### src/rtl/lcd_scanout.sv
// lcd_scanout
//   Reads the 160x144 RGB555 LCD frame buffer and shows it 3x upscaled and
//   centred in the 640x480 VGA raster. One buffer word is fetched per source
//   pixel and held for SCALE output pixels. RGB and the delayed syncs all
//   appear a fixed 3 cycles after the raster inputs that produced them.
//
//   Optional feature macro: LCD_SCANOUT_SCANLINE_EN
//     defined   -> the last sub-row (sub_y == SCALE-1) of every source line is
//                  shown at half intensity inside the window (CRT scanlines).
//     undefined -> all SCALE sub-rows are identical.
//
// Ports
//   Clk, Reset_n         25 MHz pixel clock, asynchronous active-low reset
//   drawX, drawY         current VGA column / row
//   hs_in, vs_in, de_in  syncs and active-video from the VGA controller
//   fb_addr, fb_en       frame buffer read address / one-cycle read enable
//   fb_data              frame buffer read data, valid 1 cycle after fb_en
//   Red, Green, Blue     pixel colour
//   hs_out, vs_out, de_out  sync inputs delayed by 3 cycles
//   frame_start          pulse with the fetch of source pixel (0,0)

module lcd_scanout #(
  parameter int unsigned SCALE  = 3,
  parameter int unsigned LCD_W  = 160,
  parameter int unsigned LCD_H  = 144,
  parameter int unsigned X_OFF  = 80,
  parameter int unsigned Y_OFF  = 24,
  parameter logic [14:0] BORDER = 15'h0000
) (
  input  logic        Clk,
  input  logic        Reset_n,
  input  logic [9:0]  drawX,
  input  logic [9:0]  drawY,
  input  logic        hs_in,
  input  logic        vs_in,
  input  logic        de_in,
  output logic [14:0] fb_addr,
  output logic        fb_en,
  input  logic [14:0] fb_data,
  output logic [4:0]  Red,
  output logic [4:0]  Green,
  output logic [4:0]  Blue,
  output logic        hs_out,
  output logic        vs_out,
  output logic        de_out,
  output logic        frame_start
);

  localparam int unsigned SX_W  = (SCALE > 1) ? $clog2(SCALE) : 1;
  localparam int unsigned COL_W = $clog2(LCD_W + 1);

  localparam logic [9:0]      C_X_OFF  = 10'(X_OFF);
  localparam logic [9:0]      C_X_END  = 10'(X_OFF + SCALE * LCD_W);
  localparam logic [9:0]      C_X_LAST = 10'(X_OFF + SCALE * LCD_W - 1);
  localparam logic [9:0]      C_Y_OFF  = 10'(Y_OFF);
  localparam logic [9:0]      C_Y_END  = 10'(Y_OFF + SCALE * LCD_H);
  localparam logic [SX_W-1:0] C_SUB_LAST = SX_W'(SCALE - 1);

  // Armed state: after reset the counters are only trusted once the raster
  // has passed through the top of a frame; until then the output is blank.
  typedef enum logic {S_WAIT, S_RUN} state_t;
  state_t r_state;
  state_t w_state_nxt;
  logic   w_frame_top;
  logic   w_armed;

  logic             w_win;
  logic             w_show;
  logic             w_line_start;
  logic [SX_W-1:0]  w_sub_x;
  logic [COL_W-1:0] w_col;
  logic             w_fetch;
  logic [14:0]      w_addr;
  logic             w_sx_wrap;
  logic             w_sy_wrap;
  logic             w_row_adv;

  logic [SX_W-1:0]  r_sub_x;
  logic [COL_W-1:0] r_col;
  logic [SX_W-1:0]  r_sub_y;
  logic [14:0]      r_row_base;

  // Pipeline stage 1 (address issue) and stage 2 (data return)
  logic        r_fb_en;
  logic [14:0] r_fb_addr;
  logic        r_frame_start;
  logic        r_win1, r_show1, r_de1, r_hs1, r_vs1;
  logic        r_fetch2, r_win2, r_show2, r_de2, r_hs2, r_vs2;
`ifdef LCD_SCANOUT_SCANLINE_EN
  logic        r_scan1, r_scan2;
`endif

  // Stage 3 (output)
  logic [14:0] r_hold;
  logic [14:0] r_rgb;
  logic        r_hs3, r_vs3, r_de3;
  logic [14:0] w_pix;
  logic [14:0] w_rgb_nxt;

  assign w_frame_top = vs_in || (drawY < C_Y_OFF);

  always_ff @(posedge Clk or negedge Reset_n) begin
    if (!Reset_n) r_state <= S_WAIT;
    else          r_state <= w_state_nxt;
  end

  always_comb begin
    w_state_nxt = r_state;
    if (w_frame_top) w_state_nxt = S_RUN;
  end

  assign w_armed = (r_state == S_RUN) || w_frame_top;
  assign w_show  = de_in && w_armed;
  assign w_win   = w_show &&
                   (drawX >= C_X_OFF) && (drawX < C_X_END) &&
                   (drawY >= C_Y_OFF) && (drawY < C_Y_END);

  // The first window pixel of a line sees cleared column counters in the
  // same cycle, so fetch timing never depends on the previous line.
  assign w_line_start = w_win && (drawX == C_X_OFF);
  assign w_sub_x      = w_line_start ? '0 : r_sub_x;
  assign w_col        = w_line_start ? '0 : r_col;
  assign w_fetch      = w_win && (w_sub_x == '0);
  assign w_addr       = r_row_base + 15'(w_col);
  assign w_sx_wrap    = (w_sub_x == C_SUB_LAST);
  assign w_sy_wrap    = (r_sub_y == C_SUB_LAST);
  assign w_row_adv    = w_win && (drawX == C_X_LAST);

  always_ff @(posedge Clk or negedge Reset_n) begin
    if (!Reset_n) begin
      r_sub_x <= '0;
      r_col   <= '0;
    end else if (w_win) begin
      r_sub_x <= w_sx_wrap ? '0 : w_sub_x + 1'b1;
      r_col   <= w_sx_wrap ? w_col + 1'b1 : w_col;
    end
  end

  always_ff @(posedge Clk or negedge Reset_n) begin
    if (!Reset_n) begin
      r_sub_y    <= '0;
      r_row_base <= '0;
    end else if (w_frame_top) begin
      r_sub_y    <= '0;
      r_row_base <= '0;
    end else if (w_row_adv) begin
      r_sub_y <= w_sy_wrap ? '0 : r_sub_y + 1'b1;
      if (w_sy_wrap) r_row_base <= r_row_base + 15'(LCD_W);
    end
  end

  always_ff @(posedge Clk or negedge Reset_n) begin
    if (!Reset_n) begin
      r_fb_en       <= 1'b0;
      r_fb_addr     <= '0;
      r_frame_start <= 1'b0;
      r_win1        <= 1'b0;
      r_show1       <= 1'b0;
      r_de1         <= 1'b0;
      r_hs1         <= 1'b0;
      r_vs1         <= 1'b0;
      r_fetch2      <= 1'b0;
      r_win2        <= 1'b0;
      r_show2       <= 1'b0;
      r_de2         <= 1'b0;
      r_hs2         <= 1'b0;
      r_vs2         <= 1'b0;
    end else begin
      r_fb_en       <= w_fetch;
      if (w_fetch) r_fb_addr <= w_addr;
      r_frame_start <= w_fetch && (r_row_base == '0) && (r_sub_y == '0) &&
                       (w_col == '0);
      r_win1        <= w_win;
      r_show1       <= w_show;
      r_de1         <= de_in;
      r_hs1         <= hs_in;
      r_vs1         <= vs_in;
      r_fetch2      <= r_fb_en;
      r_win2        <= r_win1;
      r_show2       <= r_show1;
      r_de2         <= r_de1;
      r_hs2         <= r_hs1;
      r_vs2         <= r_vs1;
    end
  end

`ifdef LCD_SCANOUT_SCANLINE_EN
  always_ff @(posedge Clk or negedge Reset_n) begin
    if (!Reset_n) begin
      r_scan1 <= 1'b0;
      r_scan2 <= 1'b0;
    end else begin
      r_scan1 <= w_sy_wrap;
      r_scan2 <= r_scan1;
    end
  end
`endif

  // On a fetch cycle the returning word bypasses the hold register so the
  // first of the SCALE output pixels keeps the fixed 3-cycle latency.
  assign w_pix = r_fetch2 ? fb_data : r_hold;

  always_comb begin
    w_rgb_nxt = '0;
    if (r_show2) begin
      if (r_win2) begin
`ifdef LCD_SCANOUT_SCANLINE_EN
        if (r_scan2)
          w_rgb_nxt = {1'b0, w_pix[14:11], 1'b0, w_pix[9:6], 1'b0, w_pix[4:1]};
        else
          w_rgb_nxt = w_pix;
`else
        w_rgb_nxt = w_pix;
`endif
      end else begin
        w_rgb_nxt = BORDER;
      end
    end
  end

  always_ff @(posedge Clk or negedge Reset_n) begin
    if (!Reset_n) begin
      r_hold <= '0;
      r_rgb  <= '0;
      r_hs3  <= 1'b0;
      r_vs3  <= 1'b0;
      r_de3  <= 1'b0;
    end else begin
      if (r_fetch2) r_hold <= fb_data;
      r_rgb <= w_rgb_nxt;
      r_hs3 <= r_hs2;
      r_vs3 <= r_vs2;
      r_de3 <= r_de2;
    end
  end

  assign fb_en       = r_fb_en;
  assign fb_addr     = r_fb_addr;
  assign frame_start = r_frame_start;
  assign Red         = r_rgb[14:10];
  assign Green       = r_rgb[9:5];
  assign Blue        = r_rgb[4:0];
  assign hs_out      = r_hs3;
  assign vs_out      = r_vs3;
  assign de_out      = r_de3;

endmodule

### config.mk
export PLATFORM = sky130hd
export DESIGN_NAME = lcd_scanout
export DESIGN_NICKNAME = d
export VERILOG_FILES = /design/src/rtl/lcd_scanout.sv
export SDC_FILE = /design/constraint.sdc
export NUM_CORES = 1
export LEC_CHECK = 0
export CORE_ASPECT_RATIO = 0.7
export CORE_MARGIN = 10
export CORE_UTILIZATION = 55
export CTS_CLUSTER_SIZE = 16
export DETAILED_ROUTE_END_ITERATION = 8
export PLACE_DENSITY = 0.85
export SETUP_SLACK_MARGIN = 0.4
export SLEW_MARGIN = 20
export SYNTH_ARGS = -nofsm -noshare
export SYNTH_HDL_FRONTEND = slang
export SYNTH_SLANG_ARGS = --single-unit
### constraint.sdc
create_clock -name Clk -period 4.6 [get_ports Clk]
set_clock_uncertainty 0.15 [all_clocks]
set_input_delay 0.92 -clock Clk [delete_from_list [all_inputs] [get_ports Clk]]
set_output_delay 0.92 -clock Clk [all_outputs]
set_load 0.02 [all_outputs]
==> summary.md, run 1 <==
| Metric | Value |
|---|---|
| Slowest-stage cell, CP | `clkdlybuf4s50_1` |
| TritonCTS clock tree | `built` |
| Rel. slew slack | `44.3%` |
| Drt pass-1 iters | `4` |
| Nets@finish | `447` |
| Critical path's top delay family | `simple AND/OR/NAND/NOR gates` |
| Worst-path clk slew | `0.08 ns` |
| Initial Util | `57.4%` |
| All-layer global routing usage | `16.0%` |
| Filler cells | `455` |
| DRC | `0` |
| Placed Instances | `480` |
| Chip Height | `88.0 um` |
| Total core area | `6340 um^2` |
| #FFs+latches synth | `84` |
| Worst VDD drop | `0.000257 V` |
| Worst endpoint data arrival time | `4.11 ns` |
| Crit-path cells | `clkdlybuf4s50_1 > or3_1 > a41o_1 > nor4b_2 > nand3_1 > and2_1 > ha_1 > a21o_1 > a21oi_2 > a21boi_0 > nand2_1 > xnor2_1 > mux2_1` |
| YS warnings | `0` |
| PwrDens | `404 nW/um^2` |
| Hold Startpoint | `r_hs2$_DFF_PN0_` |
| Crit start category | `primary input` |
| Clk buf depth | `2` |
| Max Slew Vio Count | `0` |
| Worst-skew pair later-pin latency | `0.35 ns` |
| Ratio of cells with drive above 1 in the final layout | `12.8%` |
| RR Endpoint | `fb_addr[10]$_DFFE_PN0P_` |
| Combinational share of power | `22.8%` |
| Final setup viols | `0` |
| Crit path capture | `fb_addr[10]$_DFFE_PN0P_` |
| Max FO, Critical Path | `4` |
| Wire per inst | `16.0 um` |
| Cells after synthesis | `320` |
| Area Growth Syn to Fin | `29.1%` |
| Post-synth top flop | `dfrtp_1` |
| Worst path required time | `4.70 ns` |
| Total CTS buffers | `9` |
| Largest net degree at the start of global routing | `85` |
| Mapped Area | `3640 um^2` |
| Reg2Reg Depth | `11` |
| DP Wirelength | `5850 um` |
| Unrepaired setup endpoints after global routing | `false` |
| Setup TNS | `0 ns` |
| H-Tree Depth | `3` |
| Reg2reg start | `r_state$_DFFE_PN0N_` |
| Sequential area share after synthesis | `57.8%` |
| Most frequent cells in the layout | `dfrtp_1, clkdlybuf4s50_1, nor2_1` |
| Hold WS | `0.203 ns` |
| Setup Fix Bufs, Post-CTS | `0` |
| Diode count | `0` |
| Die W | `117 um` |
| Ports | `75` |
| Post-synth EDFFs | `0` |
| Achievable frequency | `249 MHz` |
| Average vias per placed instance | `5.39` |
| Initial antenna violation count | `0` |
| Min cycle time layout | `4.01 ns` |
| First-pass GRT wire length | `13,000 um` |
| Distinct cells, synth | `44` |
| CTS root buffer | `clkbuf_8` |
| Min-Delay Path Class | `flip-flop to flip-flop` |
| Most common cell after layout, fill and taps aside | `dfrtp_1` |
| Placer congestion estimate | `0.873` |
| Drt total wl | `7920 um` |
| Final Cell Area | `4690 um^2` |
| Fin crit share | `87.3%` |
| Crit path capture type | `flip-flop` |
| Sequential share of power | `49.0%` |
| Post-place instance area | `4480 um^2` |
| Lkg Pwr | `0.00207 uW` |
| Psw | `543 uW` |
| Vias | `2,673` |
| Crit-path max cell delay | `0.45 ns` |
| Final count of hold timing violations | `0` |
| Iteration-0 DRC Markers | `200` |
| Cell internal pwr | `1350 uW` |
| Avg Cell Area, Syn | `11.4 um^2` |
| # port buffers | `71` |
| Reg-to-reg setup timing slack | `1.98 ns` |
| MaxCap Viol Count | `0` |
| CP Depth | `13` |
| Routed Antenna Nets | `0` |
| Async set-or-reset flop fraction in the synthesized netlist | `100%` |
| Outcome | `complete, no violations` |
| WS Path Type | `primary input to flip-flop` |
| # clock sinks | `84` |
| Die ar. | `10,300 um^2` |
| Vias in the first global route | `2,684` |
| Gr ovfl total | `0` |
| Worst-Margin Slew | `0.824 ns` |
| Placement row count | `24` |
| Clock share of power | `28.3%` |
| Switching Share | `28.7%` |
| Layout Cells excl Fill | `496` |
| Syn_nets | `367` |
| Crit path launch | `drawY[5]` |
| CP Buf/Inv Count | `1` |
==> cell usage after synthesis (2+ instances only) <==
library cell / n / area [um^2]
or3_1: 3 / 18.8
o21ai_1: 2 / 10.0
clkbuf_1: 7 / 26.3
mux2_2: 20 / 225
mux2i_1: 3 / 30.0
a22o_1: 2 / 17.5
nor4_1: 6 / 37.5
xnor2_1: 11 / 96.3
nand2_1: 20 / 75.1
nand4_1: 6 / 37.5
a31oi_1: 2 / 12.5
nor2b_1: 19 / 119
and2_1: 5 / 31.3
mux2_1: 3 / 33.8
nor3_1: 5 / 25.0
or4_1: 2 / 15.0
a21oi_1: 11 / 55.1
a21o_1: 3 / 22.5
buf_2: 2 / 10.0
nand3_1: 12 / 60.1
and3_1: 5 / 31.3
o21ai_0: 12 / 60.1
nor2_1: 28 / 105
dfrtp_1: 84 / 2100
inv_2: 2 / 7.51
inv_1: 8 / 30.0
nand4b_1: 3 / 26.3
ha_1: 7 / 87.6
xor2_1: 6 / 52.6
nor4b_1: 4 / 35.0
o31ai_1: 4 / 30.0
==> kinds of logic after synthesis <==
logic type / after synthesis / synth area share, %
flip-flops: 84 / 57.8
AND/OR/NAND/NOR: 122 / 17.8
buffers and inverters: 19 / 2.03
XOR/XNOR: 17 / 4.09
adder cells (fa/ha/maj): 7 / 2.41
AO/OA/AOI/OAI: 44 / 7.84
multiplexers: 26 / 7.95
other: 1 / 0.103
==> power by group through the flow <==
| stage | registers [uW] | clock network [uW] | logic (uW) |
|---|---|---|---|
| after floorplan | 980 | 0 | 197 |
| after global placement | 933 | 0 | 417 |
| after detailed placement | 944 | 0 | 430 |
| after CTS | 930 | 551 | 436 |
| after global routing | 947 | 585 | 473 |
| final | 928 | 536 | 431 |
==> routing by layer <==
metal | share of wire, % | track usage [%] | vias to the layer above
met5 | 0 | 0 | -
met4 | 0.58 | 3.69 | 0
met3 | 10 | 6.63 | 5
met2 | 45 | 25.4 | 106
met1 | 44 | 20.0 | 1266
li1 | - | - | 1296
==> state kept, by name, summed over array words and instances (netlist names), 2 cells and up <==
name / cells
fb_addr: 15
r_col: 8
r_hold: 15
r_rgb: 15
r_row_base: 10
r_sub_x: 2
r_sub_y: 2
==> area by class of cell <==
cell class | instances | area (um^2) | share of cell area [%]
Clock inverter | 7 | 80.1 | 1.71
Clock buffer | 9 | 124 | 2.64
Timing Repair Buffer | 78 | 764 | 16.3
Inverter | 10 | 37.5 | 0.800
Tap cell | 91 | 114 | 2.43
Multi-Input combinational cell | 217 | 1470 | 31.4
Sequential cell | 84 | 2100 | 44.8
==> timing repair <==
| action | CTS | global route |
|---|---|---|
| hold buffers | 0 | 0 |
| endpoints found under the hold margin | 0 | 0 |
| resized for setup | 1 | 3 |
| endpoints found under the setup margin | 2 | 1 |
==> how the worst min path moves through the flow <==
stage                        end  slack [ns]  cells past startpoint
3_3_place_gp   r_show2$_DFF_PN0_        0.18                      0
6_report        hs_out$_DFF_PN0_        0.20                      0
2_1_floorplan   de_out$_DFF_PN0_        0.18                      0
5_1_grt          r_de2$_DFF_PN0_        0.21                      0
4_1_cts         hs_out$_DFF_PN0_        0.20                      0
3_5_place_dp    hs_out$_DFF_PN0_        0.19                      0
==> per-stage QoR <==
| stage | utilization, % | total power (uW) | worst slack (ns) |
|---|---|---|---|
| 3_3_place_gp | 70.6 | 1350 | 0.107 |
| 4_1_cts | 74.0 | 1920 | 0.527 |
| 6_report | 74.1 | 1900 | 0.586 |
| 5_1_grt | 74.1 | 2000 | 0.430 |
| 2_1_floorplan | - | 1180 | 0.408 |
| 3_5_place_dp | 70.6 | 1370 | -0.0123 |
No activity file was read; power rests on OpenSTA's default activity.
==> run 2: changes to the inputs <==
Settings changed: ABC_AREA set to 1, CORE_UTILIZATION 55 to 56.
==> run 2 against run 1 <==
Net effect:
- the run now ends with design-rule violations left
- critical path depth grew 6
- total power shrank 6.0%
- die area up 4.3%
- clock power fell by 12%
- sequential share of layout area down 1.3 points
- via count is 16% higher
- register-to-register slack worse by 0.27 ns
- critical endpoint is now fb_addr[13]$_DFFE_PN0P_
==> summary.md, run 2 <==
| Metric | Value |
|---|---|
| Placer congestion estimate | `0.913 (+4.6%)` |
| Outcome | `complete, but fails checks` |
| Syn_nets | `478 (+30%)` |
| Placement row count | `25 (+4.2%)` |
| Worst-path clk slew | `0.09 ns (about the same)` |
| Ports | `75 (unchanged)` |
| Clk buf depth | `2 (unchanged)` |
| Total core area | `6760 um^2 (+6.6%)` |
| Multi-input gate area | `1470 um^2 (-0.17%)` |
| Vias in the first global route | `2,970 (+11%)` |
| MaxCap Viol Count | `0 (unchanged)` |
| Worst setup margin | `0.740 ns (+0.154 ns)` |
| Max FO, Critical Path | `14 (+10)` |
| WS Path Type | `primary input to flip-flop` |
| Sequential area share after synthesis | `53.9% (-3.9 points)` |
| Final setup viols | `0 (unchanged)` |
| Top post-synthesis cells by count | `dfrtp_1, nand2_1, inv_1, nor2_1, o21ai_0` |
| Failing checks | `design-rule violations` |
| DRC | `1 (+1)` |
| Cell mode on critical path | `nor2_1` |
| Fin crit share | `83.9% (-3.4 points)` |
| Initial Util | `57.7% (+0.34 points)` |
| Vias | `3,096 (+16%)` |
| H-Tree Depth | `3 (unchanged)` |
| Largest net degree at the start of global routing | `85 (unchanged)` |
| Nets@finish | `551 (+23%)` |
| Combinational share of power | `22.5% (-0.3 points)` |
| Post-synth top flop | `dfrtp_1` |
| Avg Cell Area, Syn | `9.05 um^2 (-20%)` |
| Worst endpoint data arrival time | `3.96 ns (-0.15 ns)` |
| All-layer global routing usage | `16.3% (+0.32 points)` |
| Iteration-0 DRC Markers | `226 (+13%)` |
| Post-place instance area | `4660 um^2 (+4.2%)` |
| Crit-path max cell delay | `0.54 ns (+0.09 ns)` |
| Most frequent cell after synthesis | `dfrtp_1` |
| Worst-skew pair later-pin latency | `0.36 ns (about the same)` |
| Total CTS buffers | `9 (unchanged)` |
| Final Cell Area | `4840 um^2 (+3.1%)` |
| Crit-path cells | `clkdlybuf4s50_1 > nor2_1 > nor2_2 > nor2_1 > nor2_2 > nand3_2 > nor2_8 > nand2_8 > nand2_1 > inv_1 > ha_1 > a21oi_1 > inv_1 > a21oi_1 > nor2_1 > nand2_1 > nor3_1 > xor2_1 > o21ai_2` |
| Ratio of cells with drive above 1 in the final layout | `9.65% (-3.2 points)` |
| Die ar. | `10,800 um^2 (+4.3%)` |
| #FFs+latches synth | `84 (unchanged)` |
| Yosys top cell by area | `dfrtp_1` |
| Mapped Area | `3900 um^2 (+7.3%)` |
| Final total power | `1780 uW (-6.0%)` |
| Critical path's top delay family | `simple AND/OR/NAND/NOR gates` |
| Most frequent cells in the layout | `dfrtp_1, nand2_1, clkdlybuf4s50_1` |
| Switching Share | `31.5% (+2.8 points)` |
| Setup Fix Bufs, Post-CTS | `0 (unchanged)` |
| Filler cells | `524 (+15%)` |
| Slowest-stage cell, CP | `clkdlybuf4s50_1` |
| Setup TNS | `0 ns (unchanged)` |
| CP Depth | `19 (+6)` |
| Initial antenna violation count | `0 (unchanged)` |
| Setup WS pre-CTS | `0.433 ns (+0.445 ns)` |
| Drt pass-1 iters | `8 (+4)` |
| Min-Delay Path Class | `flip-flop to flip-flop` |
| Lkg Pwr | `0.00227 uW (+9.4%)` |
| Cells after synthesis | `431 (+35%)` |
| Die W | `120 um (+2.2%)` |
| Chip Height | `89.8 um (+2.0%)` |
| Clock share of power | `26.5% (-1.8 points)` |
| CTS Hold Buffers Added | `0 (unchanged)` |
| Unrepaired setup endpoints after global routing | `false` |
| CP Buf/Inv Count | `3 (+2)` |
| Crit start category | `primary input` |
| Distinct cells, synth | `36 (-18%)` |
| Min cycle time layout | `3.86 ns (-0.154 ns)` |
| Reg-to-reg setup timing slack | `1.71 ns (-0.27 ns)` |
| Gr ovfl total | `0 (unchanged)` |
| DP Wirelength | `6410 um (+9.6%)` |
| Reg2reg start | `r_state$_DFFE_PN0N_` |
| Worst-Margin Slew | `0.857 ns (+0.0322 ns)` |
| Reg area | `2100 um^2 (unchanged)` |
| Final count of hold timing violations | `0 (unchanged)` |
| Area contributors post-synth | `dfrtp_1, nand2_1, inv_1` |
| Psw | `561 uW (+3.3%)` |
| Average vias per placed instance | `5.14 (-4.6%)` |
| Wire per inst | `14.2 um (-11%)` |
| First-pass GRT wire length | `14,400 um (+11%)` |
| Max Slew Vio Count | `0 (unchanged)` |
| Crit path launch | `drawX[5]` |
| Post-synth EDFFs | `0 (unchanged)` |
| Achievable frequency | `259 MHz (+4.0%)` |
| Rel. slew slack | `42.7% (-1.6 points)` |
| YS warnings | `0 (unchanged)` |
| Diode count | `0 (unchanged)` |
| Most common cell after layout, fill and taps aside | `dfrtp_1` |
| Async set-or-reset flop fraction in the synthesized netlist | `100% (unchanged)` |
| Drt total wl | `8530 um (+7.8%)` |
| TritonCTS clock tree | `built` |
| Crit path capture | `fb_addr[13]$_DFFE_PN0P_` |
| # clock sinks | `84 (unchanged)` |
| Worst VDD drop | `0.000206 V (-20%)` |
| Area Growth Syn to Fin | `24.1%` |
| Post-synth top area share | `53.9% (-3.9 points)` |
| Routed Antenna Nets | `0 (unchanged)` |
| Sequential share of power | `51.1% (+2.1 points)` |
| PwrDens | `368 nW/um^2 (-8.8%)` |
| Cell internal pwr | `1220 uW (-9.7%)` |
| # port buffers | `71 (unchanged)` |
| Post-CTS sizing | `0 (-1)` |
| Worst path required time | `4.70 ns (about the same)` |
| Reg2Reg Depth | `16 (+5)` |
| RR Endpoint | `fb_addr[13]$_DFFE_PN0P_` |
| Hold WS | `0.205 ns (+0.00245 ns)` |
| Crit path capture type | `flip-flop` |
| CTS root buffer | `clkbuf_8` |
-- run 2: cell count changes in the layout (fill, tap and decap cells not counted), moves of 4 or more --
| cell | delta |
|---|---|
| inv_1 | +60 |
| o21ai_0 | +20 |
| o21ai_2 | +7 |
| xnor2_1 | -7 |
| mux2_2 | -20 |
| nor2_1 | +21 |
| nor2b_1 | -19 |
| nand2_2 | +5 |
| xor2_1 | +4 |
| nand3_1 | +12 |
| and2_1 | -5 |
| buf_4 | -7 |
| nand2_1 | +57 |
| and3_1 | -5 |
-- run 2: worst min path at each step --
stage / startpoint / endpoint / slack (ns) / cells past startpoint
2_1_floorplan: r_de2$_DFF_PN0_ / de_out$_DFF_PN0_ / 0.18 / 0
3_3_place_gp: r_show1$_DFF_PN0_ / r_show2$_DFF_PN0_ / 0.18 / 0
3_5_place_dp: r_vs2$_DFF_PN0_ / vs_out$_DFF_PN0_ / 0.19 / 0
4_1_cts: r_vs2$_DFF_PN0_ / vs_out$_DFF_PN0_ / 0.21 / 0
5_1_grt: r_vs2$_DFF_PN0_ / vs_out$_DFF_PN0_ / 0.21 / 0
6_report: r_de1$_DFF_PN0_ / r_de2$_DFF_PN0_ / 0.21 / 0
-- run 2: layer usage --
| metal | track usage, % | vias to the layer above | wire length (um) |
|---|---|---|---|
| li1 | - | 1507 | - |
| met1 | 21.6 | 1435 | 3920 |
| met2 | 24.2 | 139 | 3760 |
| met3 | 5.43 | 15 | 726 |
| met4 | 6.01 | 0 | 121 |
| met5 | 0 | - | 0 |
-- run 2: through the flow --
stage	util (%)	instances
4_1_cts	71.6	602
2_1_floorplan	-	431
3_5_place_dp	69.0	587
5_1_grt	71.6	602
3_3_place_gp	69.0	587
6_report	71.6	602
-- run 2: logic make-up (layout without fill, tap and decap cells) --
kind of cell / count (synthesis) / count (layout) / share of synthesized area (%)
other: 1 / 1 / 0.0961
and+or+nand+nor: 191 / 191 / 23.9
AOI/OAI and AO/OA: 55 / 55 / 8.31
DFF: 84 / 84 / 53.9
adders and majority gates: 7 / 7 / 2.24
buffers and inverters: 79 / 156 / 8.44
xor gates and xnor gates: 14 / 14 / 3.14
-- run 2: layout make-up --
cell class | count | area share (%)
multi-input cells | 268 | 30.4
flip-flops and latches | 84 | 43.4
well taps | 94 | 2.43
clock buffers | 9 | 2.56
repair buffers | 71 | 14.7
inverters | 70 | 5.48
clock inverters | 6 | 1.01
-- run 2: power groups by stage --
| stage | sequential (uW) | combinational, uW | clock [uW] |
|---|---|---|---|
| 2_1_floorplan | 948 | 211 | 0 |
| 3_3_place_gp | 917 | 388 | 0 |
| 3_5_place_dp | 926 | 401 | 0 |
| 4_1_cts | 910 | 404 | 479 |
| 5_1_grt | 926 | 447 | 512 |
| 6_report | 910 | 400 | 472 |
==> run 3: changes to the inputs <==
Settings changed: CORE_UTILIZATION 56 to 47, PLACE_DENSITY 0.85 to 0.76.
Clock period 4.6 ns to 3.5 ns, I/O delays scaled along.
==> run 3 against run 2 <==
Net effect:
- the flow now finishes without violations
- worst setup slack got worse by 0.20 ns
- first-iteration DRC count increased by 24%
- global-route usage shrank 1.3 points
- clock-buffer cell count is 3 higher
- critical path type unchanged
- critical endpoint unchanged
==> summary.md, run 3 (synthesis results as in run 2) <==
| Metric | Value |
|---|---|
| Placement row count | `27 (+8.0%)` |
| Worst endpoint data arrival time | `3.03 ns (-0.93 ns)` |
| Placer congestion estimate | `0.913 (about the same)` |
| Min-Delay Path Class | `flip-flop to flip-flop` |
| Most frequent cells in the layout | `dfrtp_1, nand2_1, inv_1` |
| Iteration-0 DRC Markers | `280 (+24%)` |
| MaxCap Viol Count | `0 (unchanged)` |
| CP Buf/Inv Count | `4 (+1)` |
| Outcome | `complete, no violations` |
| Clock share of power | `34.2% (+7.7 points)` |
| Ports | `75 (unchanged)` |
| Clk buf depth | `2 (unchanged)` |
| Switching Share | `28.8% (-2.7 points)` |
| Crit-path cells | `clkdlybuf4s50_1 > nor3_2 > nand3_1 > nor2_1 > buf_4 > nand2_8 > nand2_4 > inv_2 > ha_4 > a21oi_4 > inv_2 > a21oi_4 > nor2_2 > nand2_2 > nor3_2 > xor2_1 > o21ai_2` |
| Cell internal pwr | `1880 uW (+54%)` |
| Largest net degree at the start of global routing | `85 (unchanged)` |
| Crit path launch | `drawX[2]` |
| Average vias per placed instance | `5.00 (-2.9%)` |
| Lkg Pwr | `0.00255 uW (+12%)` |
| CTS Hold Buffers Added | `0 (unchanged)` |
| # clock sinks | `84 (unchanged)` |
| Hold WS | `0.198 ns (-0.00731 ns)` |
| Crit-path max cell delay | `0.44 ns (-0.10 ns)` |
| Fin util | `66.1% (-5.6 points)` |
| Final Cell Area | `5270 um^2 (+8.8%)` |
| Slowest-stage cell, CP | `clkdlybuf4s50_1` |
| Ratio of cells with drive above 1 in the final layout | `16.7% (+7.1 points)` |
| Diode count | `0 (unchanged)` |
| DRC | `0 (-1)` |
| Sequential share of power | `45.3% (-5.8 points)` |
| Critical path's top delay family | `simple AND/OR/NAND/NOR gates` |
| Filler cells | `618 (+18%)` |
| Initial Util | `48.9% (-8.8 points)` |
| Drt pass-1 iters | `4 (-4)` |
| Reg2reg start | `r_state$_DFFE_PN0N_` |
| Total CTS buffers | `9 (unchanged)` |
| # port buffers | `71 (unchanged)` |
| Combinational share of power | `20.6% (-1.9 points)` |
| Crit start category | `primary input` |
| Wire per inst | `14.6 um (+2.8%)` |
| Reg area | `2100 um^2 (unchanged)` |
| Rel. slew slack | `46.4% (+3.7 points)` |
| Routed Antenna Nets | `0 (unchanged)` |
| WS Path Type | `primary input to flip-flop` |
| Area Growth Syn to Fin | `35.0%` |
| Fin crit share | `84.7%` |
| Die W | `129 um (+7.6%)` |
| Drt total wl | `9230 um (+8.1%)` |
| Worst-path clk slew | `0.06 ns (-0.03 ns)` |
| First-pass GRT wire length | `14,900 um (+3.0%)` |
| TritonCTS clock tree | `built` |
| Total core area | `7970 um^2 (+18%)` |
| All-layer global routing usage | `15.0% (-1.3 points)` |
| Vias in the first global route | `3,097 (+4.3%)` |
| Multi-input gate area | `1570 um^2 (+6.5%)` |
| Worst-Margin Slew | `0.804 ns (-0.0525 ns)` |
| Hold Startpoint | `r_show1$_DFF_PN0_` |
| PwrDens | `501 nW/um^2 (+36%)` |
| Max FO, Critical Path | `5 (-9)` |
| Final setup viols | `0 (unchanged)` |
| DP Wirelength | `6500 um (+1.3%)` |
| Placed Instances | `611 (+4.1%)` |
| Die ar. | `12,400 um^2 (+15%)` |
| Psw | `759 uW (+35%)` |
| Achievable frequency | `337 MHz` |
| Chip Height | `96.2 um (+7.1%)` |
| Most common cell after layout, fill and taps aside | `dfrtp_1` |
| Final count of hold timing violations | `0 (unchanged)` |
| Min cycle time layout | `2.96 ns` |
| CTS root buffer | `clkbuf_16` |
| Worst-skew pair later-pin latency | `0.33 ns (-0.03 ns)` |
| Gr ovfl total | `0 (unchanged)` |
| Initial antenna violation count | `0 (unchanged)` |
| Post-place instance area | `4800 um^2 (+3.0%)` |
| Layout Cells excl Fill | `633 (+5.1%)` |
| Max Slew Vio Count | `0 (unchanged)` |
| Worst VDD drop | `0.000219 V (+6.0%)` |
| Nets@finish | `574 (+4.2%)` |
| Crit path capture type | `flip-flop` |
| H-Tree Depth | `3 (unchanged)` |
| Vias | `3,162 (+2.1%)` |
| Worst path required time | `3.57 ns (-1.13 ns)` |
| Unrepaired setup endpoints after global routing | `false` |
[run 3: cell count changes in the layout (fill, tap and decap cells not counted), sizes merged]
cell,before,now
clkdlybuf4s50,70,57
clkinvlp,3,1
dlymetal6s2s,0,13
clkbuf,9,12
clkinv,1,3
buf,1,24
inv,72,70
[run 3: layer usage]
metal  vias up  wire (um)  global-route usage, %
met5         -          0                      0
met3         8        795                   4.94
met4         0         93                   5.19
met1      1478       4180                   19.3
li1       1559          -                      -
met2       117       4160                   23.4
[run 3: power groups by stage]
| stage | logic [uW] | clock network, uW | registers, uW |
|---|---|---|---|
| finish | 543 | 901 | 1200 |
| global route | 614 | 962 | 1210 |
| CTS | 550 | 922 | 1200 |
| detailed placement | 543 | 0 | 1210 |
| global placement | 524 | 0 | 1210 |
| floorplan | 277 | 0 | 1250 |
[run 3: stage by stage]
step                      setup WS, ns   TNS, ns  total power [uW]
after global placement        -0.00186  -0.00186              1730
after CTS                        0.434         0              2670
final                            0.537         0              2640
after floorplan                  0.425         0              1520
after detailed placement      -0.00917  -0.00917              1760
after global routing             0.384         0              2790
[run 3: final cells by class]
| class | count | share of cell area [%] |
|---|---|---|
| multi-input combinational | 268 | 29.7 |
| inverter | 70 | 5.04 |
| clock inverter | 4 | 0.641 |
| timing repair buffer | 94 | 17.4 |
| tap | 101 | 2.40 |
| sequential | 84 | 39.9 |
| clock buffer | 12 | 4.87 |
[run 3: worst paths after layout]
kind	cells past startpoint	slack (ns)	to
max in group asynchronous	1	2.42	r_rgb[3]$_DFF_PN0_
hold reg to reg	0	0.20	r_show2$_DFF_PN0_
setup / recovery	17	0.54	fb_addr[13]$_DFFE_PN0P_
setup reg to reg	16	1.16	fb_addr[13]$_DFFE_PN0P_
hold / removal	0	0.20	r_show2$_DFF_PN0_
min in group asynchronous	1	0.26	fb_addr[0]$_DFFE_PN0P_
[run 3: repair_timing]
item | CTS | global route
buffers inserted | 5 | 1
pin swaps | 4 | 13
setup endpoints to repair | 3 | 11
resized for setup | 4 | 30
